[src/rtl/sys_defs.sv]
// rtl/sys_defs.sv - shared types and encodings for the issue / FU / complete path
//
// Purpose: package imported by the issue stage, the functional units and the
// complete stage. Holds the FU select and ALU function encodings, the
// issue-to-FU and FU-to-complete packets, the multiplier's internal stage
// packet, and small helpers used by the multiply unit.
// Ports: none (package).

package sys_defs;

  localparam int XLEN        = 32;
  localparam int MULT_STAGES = 4;
  localparam int PR_IDX_W    = 6;
  localparam int AR_IDX_W    = 5;
  localparam int ROB_IDX_W   = 5;

  typedef enum logic [2:0] {
    FU_ALU    = 3'd0,
    FU_MULT   = 3'd1,
    FU_LOAD   = 3'd2,
    FU_STORE  = 3'd3,
    FU_BRANCH = 3'd4
  } FU_SELECT;

  typedef enum logic [4:0] {
    ALU_ADD    = 5'h00,
    ALU_SUB    = 5'h01,
    ALU_SLT    = 5'h02,
    ALU_SLTU   = 5'h03,
    ALU_AND    = 5'h04,
    ALU_OR     = 5'h05,
    ALU_XOR    = 5'h06,
    ALU_SLL    = 5'h07,
    ALU_SRL    = 5'h08,
    ALU_SRA    = 5'h09,
    ALU_MUL    = 5'h0a,
    ALU_MULH   = 5'h0b,
    ALU_MULHSU = 5'h0c,
    ALU_MULHU  = 5'h0d
  } ALU_FUNC;

  typedef struct packed {
    logic                 valid;
    FU_SELECT             fu_select;
    ALU_FUNC              mult_func;
    logic [XLEN-1:0]      rs1_value;
    logic [XLEN-1:0]      rs2_value;
    logic [PR_IDX_W-1:0]  pr_idx;
    logic [AR_IDX_W-1:0]  ar_idx;
    logic [ROB_IDX_W-1:0] rob_idx;
  } ISSUE_FU_PACKET;

  typedef struct packed {
    logic                 valid;
    logic [XLEN-1:0]      result;
    logic [PR_IDX_W-1:0]  pr_idx;
    logic [AR_IDX_W-1:0]  ar_idx;
    logic [ROB_IDX_W-1:0] rob_idx;
  } FU_COMPLETE_PACKET;

  // One multiplier pipeline register. mcand/mplier are pre-shifted so every
  // stage consumes the low slice of mplier against an already-aligned mcand.
  typedef struct packed {
    logic                 valid;
    ALU_FUNC              mult_func;
    logic [63:0]          acc;
    logic [63:0]          mcand;
    logic [63:0]          mplier;
    logic [PR_IDX_W-1:0]  pr_idx;
    logic [AR_IDX_W-1:0]  ar_idx;
    logic [ROB_IDX_W-1:0] rob_idx;
  } MULT_STAGE_PACKET;

  function automatic logic [63:0] ext_operand(input logic [XLEN-1:0] v,
                                              input logic is_signed);
    ext_operand = is_signed ? {{32{v[XLEN-1]}}, v} : {32'b0, v};
  endfunction

  // Unknown functions fall back to the low word, same as ALU_MUL.
  function automatic logic [XLEN-1:0] mult_select(input ALU_FUNC f,
                                                  input logic [63:0] p);
    case (f)
      ALU_MULH, ALU_MULHSU, ALU_MULHU: mult_select = p[63:32];
      default:                         mult_select = p[31:0];
    endcase
  endfunction

endpackage

[src/rtl/mult_stage.sv]
// rtl/mult_stage.sv - one partial-product register of the pipelined multiplier
//
// Purpose: adds mcand x (low SLICE bits of mplier) into the 64-bit accumulator,
// then realigns mcand/mplier for the next stage and registers the result.
// Ports:
//   clock      in  rising-edge clock
//   reset      in  synchronous active-low reset (clears the whole register)
//   squash     in  clears valid; wins over stall
//   stall      in  hold the register contents
//   stage_in   in  previous stage register (or prepared operands for stage 0)
//   stage_out  out this stage's register

module mult_stage
  import sys_defs::*;
#(
  parameter int SLICE = 16
) (
  input  logic             clock,
  input  logic             reset,
  input  logic             squash,
  input  logic             stall,
  input  MULT_STAGE_PACKET stage_in,
  output MULT_STAGE_PACKET stage_out
);

  MULT_STAGE_PACKET stage_next;

  // Arithmetic is modulo 2^64; two's complement sign-extended operands give
  // the correct low 64 bits for every signedness combination.
  always_comb begin
    stage_next        = stage_in;
    stage_next.acc    = stage_in.acc + stage_in.mcand * 64'(stage_in.mplier[SLICE-1:0]);
    stage_next.mcand  = stage_in.mcand << SLICE;
    stage_next.mplier = stage_in.mplier >> SLICE;
  end

  always_ff @(posedge clock) begin
    if (!reset) begin
      stage_out <= '0;
    end else if (squash) begin
      stage_out.valid <= 1'b0;
    end else if (!stall) begin
      stage_out <= stage_next;
    end
  end

endmodule

[src/rtl/mult_fu.sv]
// rtl/mult_fu.sv - pipelined integer multiply functional unit
//
// Purpose: accepts one MULT issue packet per cycle, multiplies over STAGES
// registered stages and presents a completion packet to the complete stage.
// The whole pipe stalls while complete_out is valid and not accepted.
// Optional feature macro: MULT_PERF_CNT_EN (adds perf_issued, perf_completed,
// perf_stall 32-bit counters).
// Ports:
//   clock           in  rising-edge clock
//   reset           in  synchronous active-low reset
//   squash          in  kill all in-flight ops
//   issue_in        in  ISSUE_FU_PACKET from issue / register read
//   fu_ready        out unit can accept issue_in this cycle
//   complete_ready  in  complete stage takes complete_out this cycle
//   complete_out    out FU_COMPLETE_PACKET (last stage register)
//   perf_*          out event counters (MULT_PERF_CNT_EN only)

module mult_fu
  import sys_defs::*;
#(
  parameter int STAGES = MULT_STAGES,
  parameter int PR_W   = PR_IDX_W,
  parameter int ROB_W  = ROB_IDX_W
) (
  input  logic              clock,
  input  logic              reset,
  input  logic              squash,
  input  ISSUE_FU_PACKET    issue_in,
  output logic              fu_ready,
  input  logic              complete_ready,
  output FU_COMPLETE_PACKET complete_out
`ifdef MULT_PERF_CNT_EN
  ,
  output logic [31:0]       perf_issued,
  output logic [31:0]       perf_completed,
  output logic [31:0]       perf_stall
`endif
);

  localparam int SLICE = 64 / STAGES;

  // Packet widths come from the shared package; the parameters only have to
  // agree with it.
  if ((64 % STAGES) != 0 || PR_W != PR_IDX_W || ROB_W != ROB_IDX_W) begin : g_bad_cfg
    $error("mult_fu: STAGES must divide 64 and tag widths must match sys_defs");
  end

  logic             stall;
  logic             accept;
  logic             rs1_signed;
  logic             rs2_signed;
  MULT_STAGE_PACKET stage0_in;
  MULT_STAGE_PACKET stage_q [STAGES];
  MULT_STAGE_PACKET last;

  assign last     = stage_q[STAGES-1];
  assign stall    = last.valid && !complete_ready;
  assign fu_ready = !stall;
  assign accept   = issue_in.valid && (issue_in.fu_select == FU_MULT) && fu_ready && !squash;

  // Operand preparation. A non-accepted cycle still builds the packet but
  // with valid=0, which is the bubble.
  always_comb begin
    rs1_signed = 1'b1;
    rs2_signed = 1'b1;
    case (issue_in.mult_func)
      ALU_MULHSU: rs2_signed = 1'b0;
      ALU_MULHU: begin
        rs1_signed = 1'b0;
        rs2_signed = 1'b0;
      end
      default: ;
    endcase

    stage0_in           = '0;
    stage0_in.valid     = accept;
    stage0_in.mult_func = issue_in.mult_func;
    stage0_in.acc       = '0;
    stage0_in.mcand     = ext_operand(issue_in.rs1_value, rs1_signed);
    stage0_in.mplier    = ext_operand(issue_in.rs2_value, rs2_signed);
    stage0_in.pr_idx    = issue_in.pr_idx;
    stage0_in.ar_idx    = issue_in.ar_idx;
    stage0_in.rob_idx   = issue_in.rob_idx;
  end

  for (genvar k = 0; k < STAGES; k++) begin : g_stage
    MULT_STAGE_PACKET stage_d;
    if (k == 0) begin : g_first
      assign stage_d = stage0_in;
    end else begin : g_next
      assign stage_d = stage_q[k-1];
    end

    mult_stage #(
      .SLICE(SLICE)
    ) u_stage (
      .clock    (clock),
      .reset    (reset),
      .squash   (squash),
      .stall    (stall),
      .stage_in (stage_d),
      .stage_out(stage_q[k])
    );
  end

  // Only a word mux sits after the last register; a reset register is all
  // zeros, so the packet reads as all zeros after reset.
  always_comb begin
    complete_out         = '0;
    complete_out.valid   = last.valid;
    complete_out.result  = mult_select(last.mult_func, last.acc);
    complete_out.pr_idx  = last.pr_idx;
    complete_out.ar_idx  = last.ar_idx;
    complete_out.rob_idx = last.rob_idx;
  end

  // The realigned operands out of the last stage have no consumer.
  logic unused_tail;
  assign unused_tail = ^{last.mcand, last.mplier};

`ifdef MULT_PERF_CNT_EN
  always_ff @(posedge clock) begin
    if (!reset) begin
      perf_issued    <= '0;
      perf_completed <= '0;
      perf_stall     <= '0;
    end else begin
      if (accept)
        perf_issued <= perf_issued + 32'd1;
      if (last.valid && complete_ready)
        perf_completed <= perf_completed + 32'd1;
      if (stall)
        perf_stall <= perf_stall + 32'd1;
    end
  end
`endif

endmodule

[config.mk]
export PLATFORM = sky130hd
export DESIGN_NAME = mult_fu
export DESIGN_NICKNAME = d
export VERILOG_FILES = /design/src/rtl/sys_defs.sv /design/src/rtl/mult_stage.sv /design/src/rtl/mult_fu.sv
export SDC_FILE = /design/constraint.sdc
export NUM_CORES = 2
export LEC_CHECK = 0
export ABC_AREA = 1
export BUFFER_PORTS_ARGS = -buffer_cell sky130_fd_sc_hd__buf_2
export CORE_ASPECT_RATIO = 0.5
export CORE_MARGIN = 2
export CORE_UTILIZATION = 40
export CTS_CLUSTER_SIZE = 14
export DETAILED_ROUTE_END_ITERATION = 8
export RECOVER_POWER = 100
export SYNTH_ARGS = -nofsm -noshare
export SYNTH_HDL_FRONTEND = slang
export SYNTH_SLANG_ARGS = --single-unit
[constraint.sdc]
create_clock -name clock -period 9.2 [get_ports clock]
set_input_delay 0.92 -clock clock [delete_from_list [all_inputs] [get_ports clock]]
set_output_delay 0.92 -clock clock [all_outputs]
set_load 0.01 [all_outputs]
* Yosys cells after proc, flatten, opt, wreduce, memory -nomap -nowiden *
Cells that the tools add are included.

cells by class
  add/subtract/negate cells = 3
  multipliers = 4
  div/mod/pow operators = 0
  $lt $le $gt $ge = 0
  equality and inequality tests = 6
  shift-type cells = 0
  multiplexer cells = 3
  bitwise gates (word level) = 3
  reductions and logical operators = 11

operator list
  kind                                                 count
  adder 64 bit                                         3
  two-way mux 64 bit                                   2
  multiplier 64 x 16 -> 64 bit                         1
  multiplier 48 x 16 -> 48 bit                         1
  multiplier 32 x 16 -> 32 bit                         1
  two-way mux 32 bit                                   1
  equality test 5 x 4 -> 1 bit, second input constant  5
  multiplier 16 x 16 -> 16 bit                         1
  logical AND 1 bit                                    4
  OR reduction 2 bit                                   2
  equality test 3 x 1 -> 1 bit, second input constant  1
  zero test 1 bit                                      3
  inverter 1 bit                                       3
  OR reduction 3 bit                                   1
  AND reduction 2 bit                                  1

word-level totals
  flip-flop bits (word level) = 536
  latch bits = 0
  bits in writable memories = 0
  ROM bits = 0
  input bits = 93
  memories = 0

* Depth between registers and ports, before layout *
  depth after elaboration = 5
  mapped depth = 42

* Cells and area by module *
A second synthesis with hierarchy kept.

unflattened totals
  cell total of the unflattened synthesis = 20847
  area total of the unflattened synthesis = 151466.5 µm²

modules (own cells, without submodules)
  module                                times used  cells an instance  area each (µm²)  seq. area each (µm²)
  mult_stage at g_stage[0].u_stage ...  3           5206               37775.0          3643.5
  mult_stage at g_stage[3].u_stage      1           5098               37501.0          3643.5
  mult_fu                               1           131                640.6            0.0

* Worst setup path after synthesis *
Ideal clock, no wire load.

  kind = flip-flop to flip-flop
  start point = register, netlist name g_stage[1].u_stage.stage_out[46]
  end point = register g_stage[2].u_stage.stage_out[207] in the netlist's numbering
  setup time = 109 ps
  data arrival time = 6817 ps
  path slack = 2274 ps
  cell stages (with the launch flop) = 37
  path buffers = 2
  clock period less this slack = 6926 ps
  cells stage by stage = dfxtp_1 > buf_2 > buf_1 > nand2_1 > inv_1 > fa_1 > fa_1 > inv_1 > fa_1 > inv_1 > fa_1 > inv_1 > fa_1 > fa_1 > inv_1 > ha_1 > nand2_1 > inv_1 > a21boi_0 > nand3_1 > a21boi_1 > o21ai_1 > nand2_1 > nand2_1 > xor2_1 > ha_1 > nand2_1 > nor2_1 > inv_1 > nor4_1 > nand2_1 > nand3_1 > nand3_1 > nand3_1 > nand3_1 > nand2_1 > inv_1

RTL lines
  element               RTL line          RTL
  to (signal assigned)  mult_stage.sv:43  stage_out <= stage_next;
  to (decl)             mult_stage.sv:23  output MULT_STAGE_PACKET stage_out

* Worst setup path in the final report *
  start point = register g_stage[0].u_stage.stage_out[103] in the netlist's numbering
  end point = register g_stage[1].u_stage.stage_out[192] in the netlist's numbering

between the ends
  cells in the longest elaborated chain, start to end = 2

RTL lines
  element                       RTL line          RTL
  from (decl)                   mult_stage.sv:23
  from (signal assigned)        mult_stage.sv:43
  multiplier 48 x 16 -> 48 bit  mult_stage.sv:32  stage_next.acc = stage_in.acc + stage_in.mcand * 64'(stage_in.mplier[SLICE-1:0]);
  adder 64 bit                  mult_stage.sv:32
  to (signal assigned)          mult_stage.sv:43
  to (decl)                     mult_stage.sv:23

Every way passes these cells.
A chain may end at the register's enable or synchronous reset.

==> summary.md <==
| Metric | Value |
|---|---|
| Area contributors post-synth | `fa_1, dfxtp_1, inv_1, nand2_1, ha_1` |
| CTS Sinks | `444` |
| Hold-fix buffers at CTS | `0` |
| Largest net degree at the start of global routing | `182` |
| Worst Setup Path Type | `flip-flop to flip-flop` |
| Cell Count, Final, Fillers Out | `11600` |
| Number of flip-flops in the largest register | `444` |
| Final WL | `214 mm` |
| Arrival @ worst endpoint | `9.15 ns` |
| Buf+Inv Stages, Crit Path | `6` |
| Clock Skew | `0.0512 ns` |
| Crit-path max FO | `18` |
| Mean post-synth cell area | `7.43 µm²` |
| Post-synth EDFFs | `0` |
| Slew Limit Fails | `861` |
| Commonest non-fill, non-tap cell in the layout | `inv_1` |
| Unrepaired setup endpoints after global routing | `no` |
| Die ar. | `179000 µm²` |
| Port Buffers | `142` |
| Initial Util | `40.3%` |
| Final Critical Period | `8.60 ns` |
| Yosys warning count | `0` |
| Dpl cells | `11600` |
| Primary FF master, synth | `dfxtp_1` |
| Fmax achieved | `0.116 GHz` |
| Post-synthesis cell area | `70100 µm²` |
| Largest registers | `g_stage.u_stage.stage_out x444` |
| Core Util, Final | `42.8%` |
| Post-DP HPWL | `176 mm` |
| Share of layout cells above drive strength 1 | `3.51%` |
| Failing checks | `capacitance limit, slew limit` |
| Num CTS Buffers | `50` |
| Initial DRC count | `4936` |
| Chip Width | `596 µm` |
| Core Region | `174000 µm²` |
| Root Buffer | `clkbuf_16` |
| Initial antenna violation count | `7` |
| DRC violations left | `0` |
| Drt wl/cell | `18.4 µm` |
| FP Rows | `108` |
| Period utilisation layout | `93.5%` |
| 1st-pass router iterations | `6` |
| # IOs | `143` |
| Vias in the first global route | `58500` |
| Post-DRT Antenna Nets | `0` |
| HP Start | `g_stage[3].u_stage.stage_out[189]` |
| Worst EP required | `9.75 ns` |
| GPL Wtd Cong | `1.00` |
| Worst-path clk slew | `0.07 ns` |
| Outcome | `finished, violations left` |
| Asr flop ratio synth | `0%` |
| Slew margin rel. | `-225%` |
| Hold Vio Cnt, Final | `0` |
| Area Growth Syn to Fin | `6.00%` |
| Worst R2R Start | `g_stage[0].u_stage.stage_out[103]` |
| Hold Path Class | `flip-flop to flip-flop` |
| Synth unique cells | `59` |
| Worst setup SP type | `flip-flop` |
| Grt ovf | `0` |
| Global-route wire length before repair | `341 mm` |
| Worst slew pin tran | `4.85 ns` |
| Filler instances | `18100` |
| Reg2Reg Setup Slack | `0.60 ns` |
| Max clock buf depth | `3` |
| Worst Setup SP | `g_stage[0].u_stage.stage_out[103]` |
| Synthesized Nets | `11200` |
| H-tree depth | `2` |
| Worst path max stage delay | `1.06 ns` |
| Setup bufs post-CTS | `0` |
| Cell taking the most area after synthesis | `fa_1` |
| Slowest-stage cell, CP | `dfxtp_1` |
| Largest Register | `g_stage.u_stage.stage_out` |
| Post-synthesis sequential area ratio | `12.7%` |
| Via density | `4.98` |
| Footprint of the multi-input gates | `50900 µm²` |
| Die H | `300 µm` |
| Post-CTS Resized | `0` |
| Setup TNS | `0 ns` |
| All-Layer GR Usage | `24.3%` |
| Hold slack | `0.448 ns` |
| Number of setup violations in the final report | `0` |
| Max Cap Viol | `8` |
| Commonest non-fill, non-tap cells in the layout | `inv_1, nand2_1, fa_1` |
| Crit path max-delay family | `adder cells` |
| Register area | `8890 µm²` |
| Synthesized instance count | `9434` |
| Worst-skew pair later-pin latency | `0.67 ns` |
| Critical Path Sink Type | `flip-flop` |
| Clock tree from TritonCTS | `done` |
| Synthesized flop and latch total | `444` |
| Routed vias | `58000` |
| Number of nets in the layout | `11000` |
| Synth top area share | `36.6%` |
## Yosys cell counts, drive strengths merged, types with 13 or more instances
cell	number
a21boi	13
a21o	28
a21oi	382
a31oi	23
buf	70
clkbuf	353
dfxtp	444
fa	1281
ha	363
inv	2283
nand2	1972
nand3	239
nand4	32
nor2	1036
nor3	37
o211ai	21
o21ai	600
o21bai	35
xnor2	44
xor2	107
## per-stage QoR
stage | area, µm² | setup slack (ns)
2_1_floorplan | 70100 | 2.27
3_3_place_gp | 72800 | 0.689
3_5_place_dp | 72800 | 0.694
4_1_cts | 74500 | 0.660
5_1_grt | 74300 | 0.138
6_report | 74300 | 0.599
## metal layers
layer | part of all wire (%) | track usage, %
met3 | 6.9 | 3.48
met1 | 48 | 36.7
met5 | 0.015 | 0
met4 | 2.2 | 5.19
met2 | 43 | 36.8
## worst min-delay path, cell delays in order, from the launching register on
cell	delay [ns]
dfxtp_1	0.30
inv_1	0.05
a21oi_1	0.05
## worst paths after layout
kind	cells past startpoint	end
setup / recovery	30	g_stage[1].u_stage.stage_out[192]
hold / removal	2	g_stage[3].u_stage.stage_out[189]
setup reg to reg	30	g_stage[1].u_stage.stage_out[192]
hold reg to reg	2	g_stage[3].u_stage.stage_out[189]
## cells by family (layout without fill, tap and decap cells)
kind of cell | count (synthesis) | in the layout | share of synthesized area, %
AO/OA/AOI/OAI | 1131 | 1131 | 8.72
other | 0 | 1 | 0
AND/OR/NAND/NOR | 3352 | 3352 | 18.9
adder cells (fa/ha/maj) | 1644 | 1644 | 43.1
multiplexers | 4 | 4 | 0.0642
flip-flops | 444 | 444 | 12.7
XOR/XNOR | 151 | 151 | 1.89
buffers and inverters | 2708 | 2610 | 14.7
## area by class of cell
cell class | count | area share, %
multi-input combinational | 6282 | 68.5
antenna | 1 | 0.00337
clock inverter | 30 | 0.492
tap | 2310 | 3.89
clock buffer | 62 | 1.83
sequential | 444 | 12.0
inverter | 2285 | 11.5
timing repair buffer | 233 | 1.83
Power is left out: the tool's default activity adds up to more than one toggle a clock period on the data nets, which glitch-free logic cannot reach.
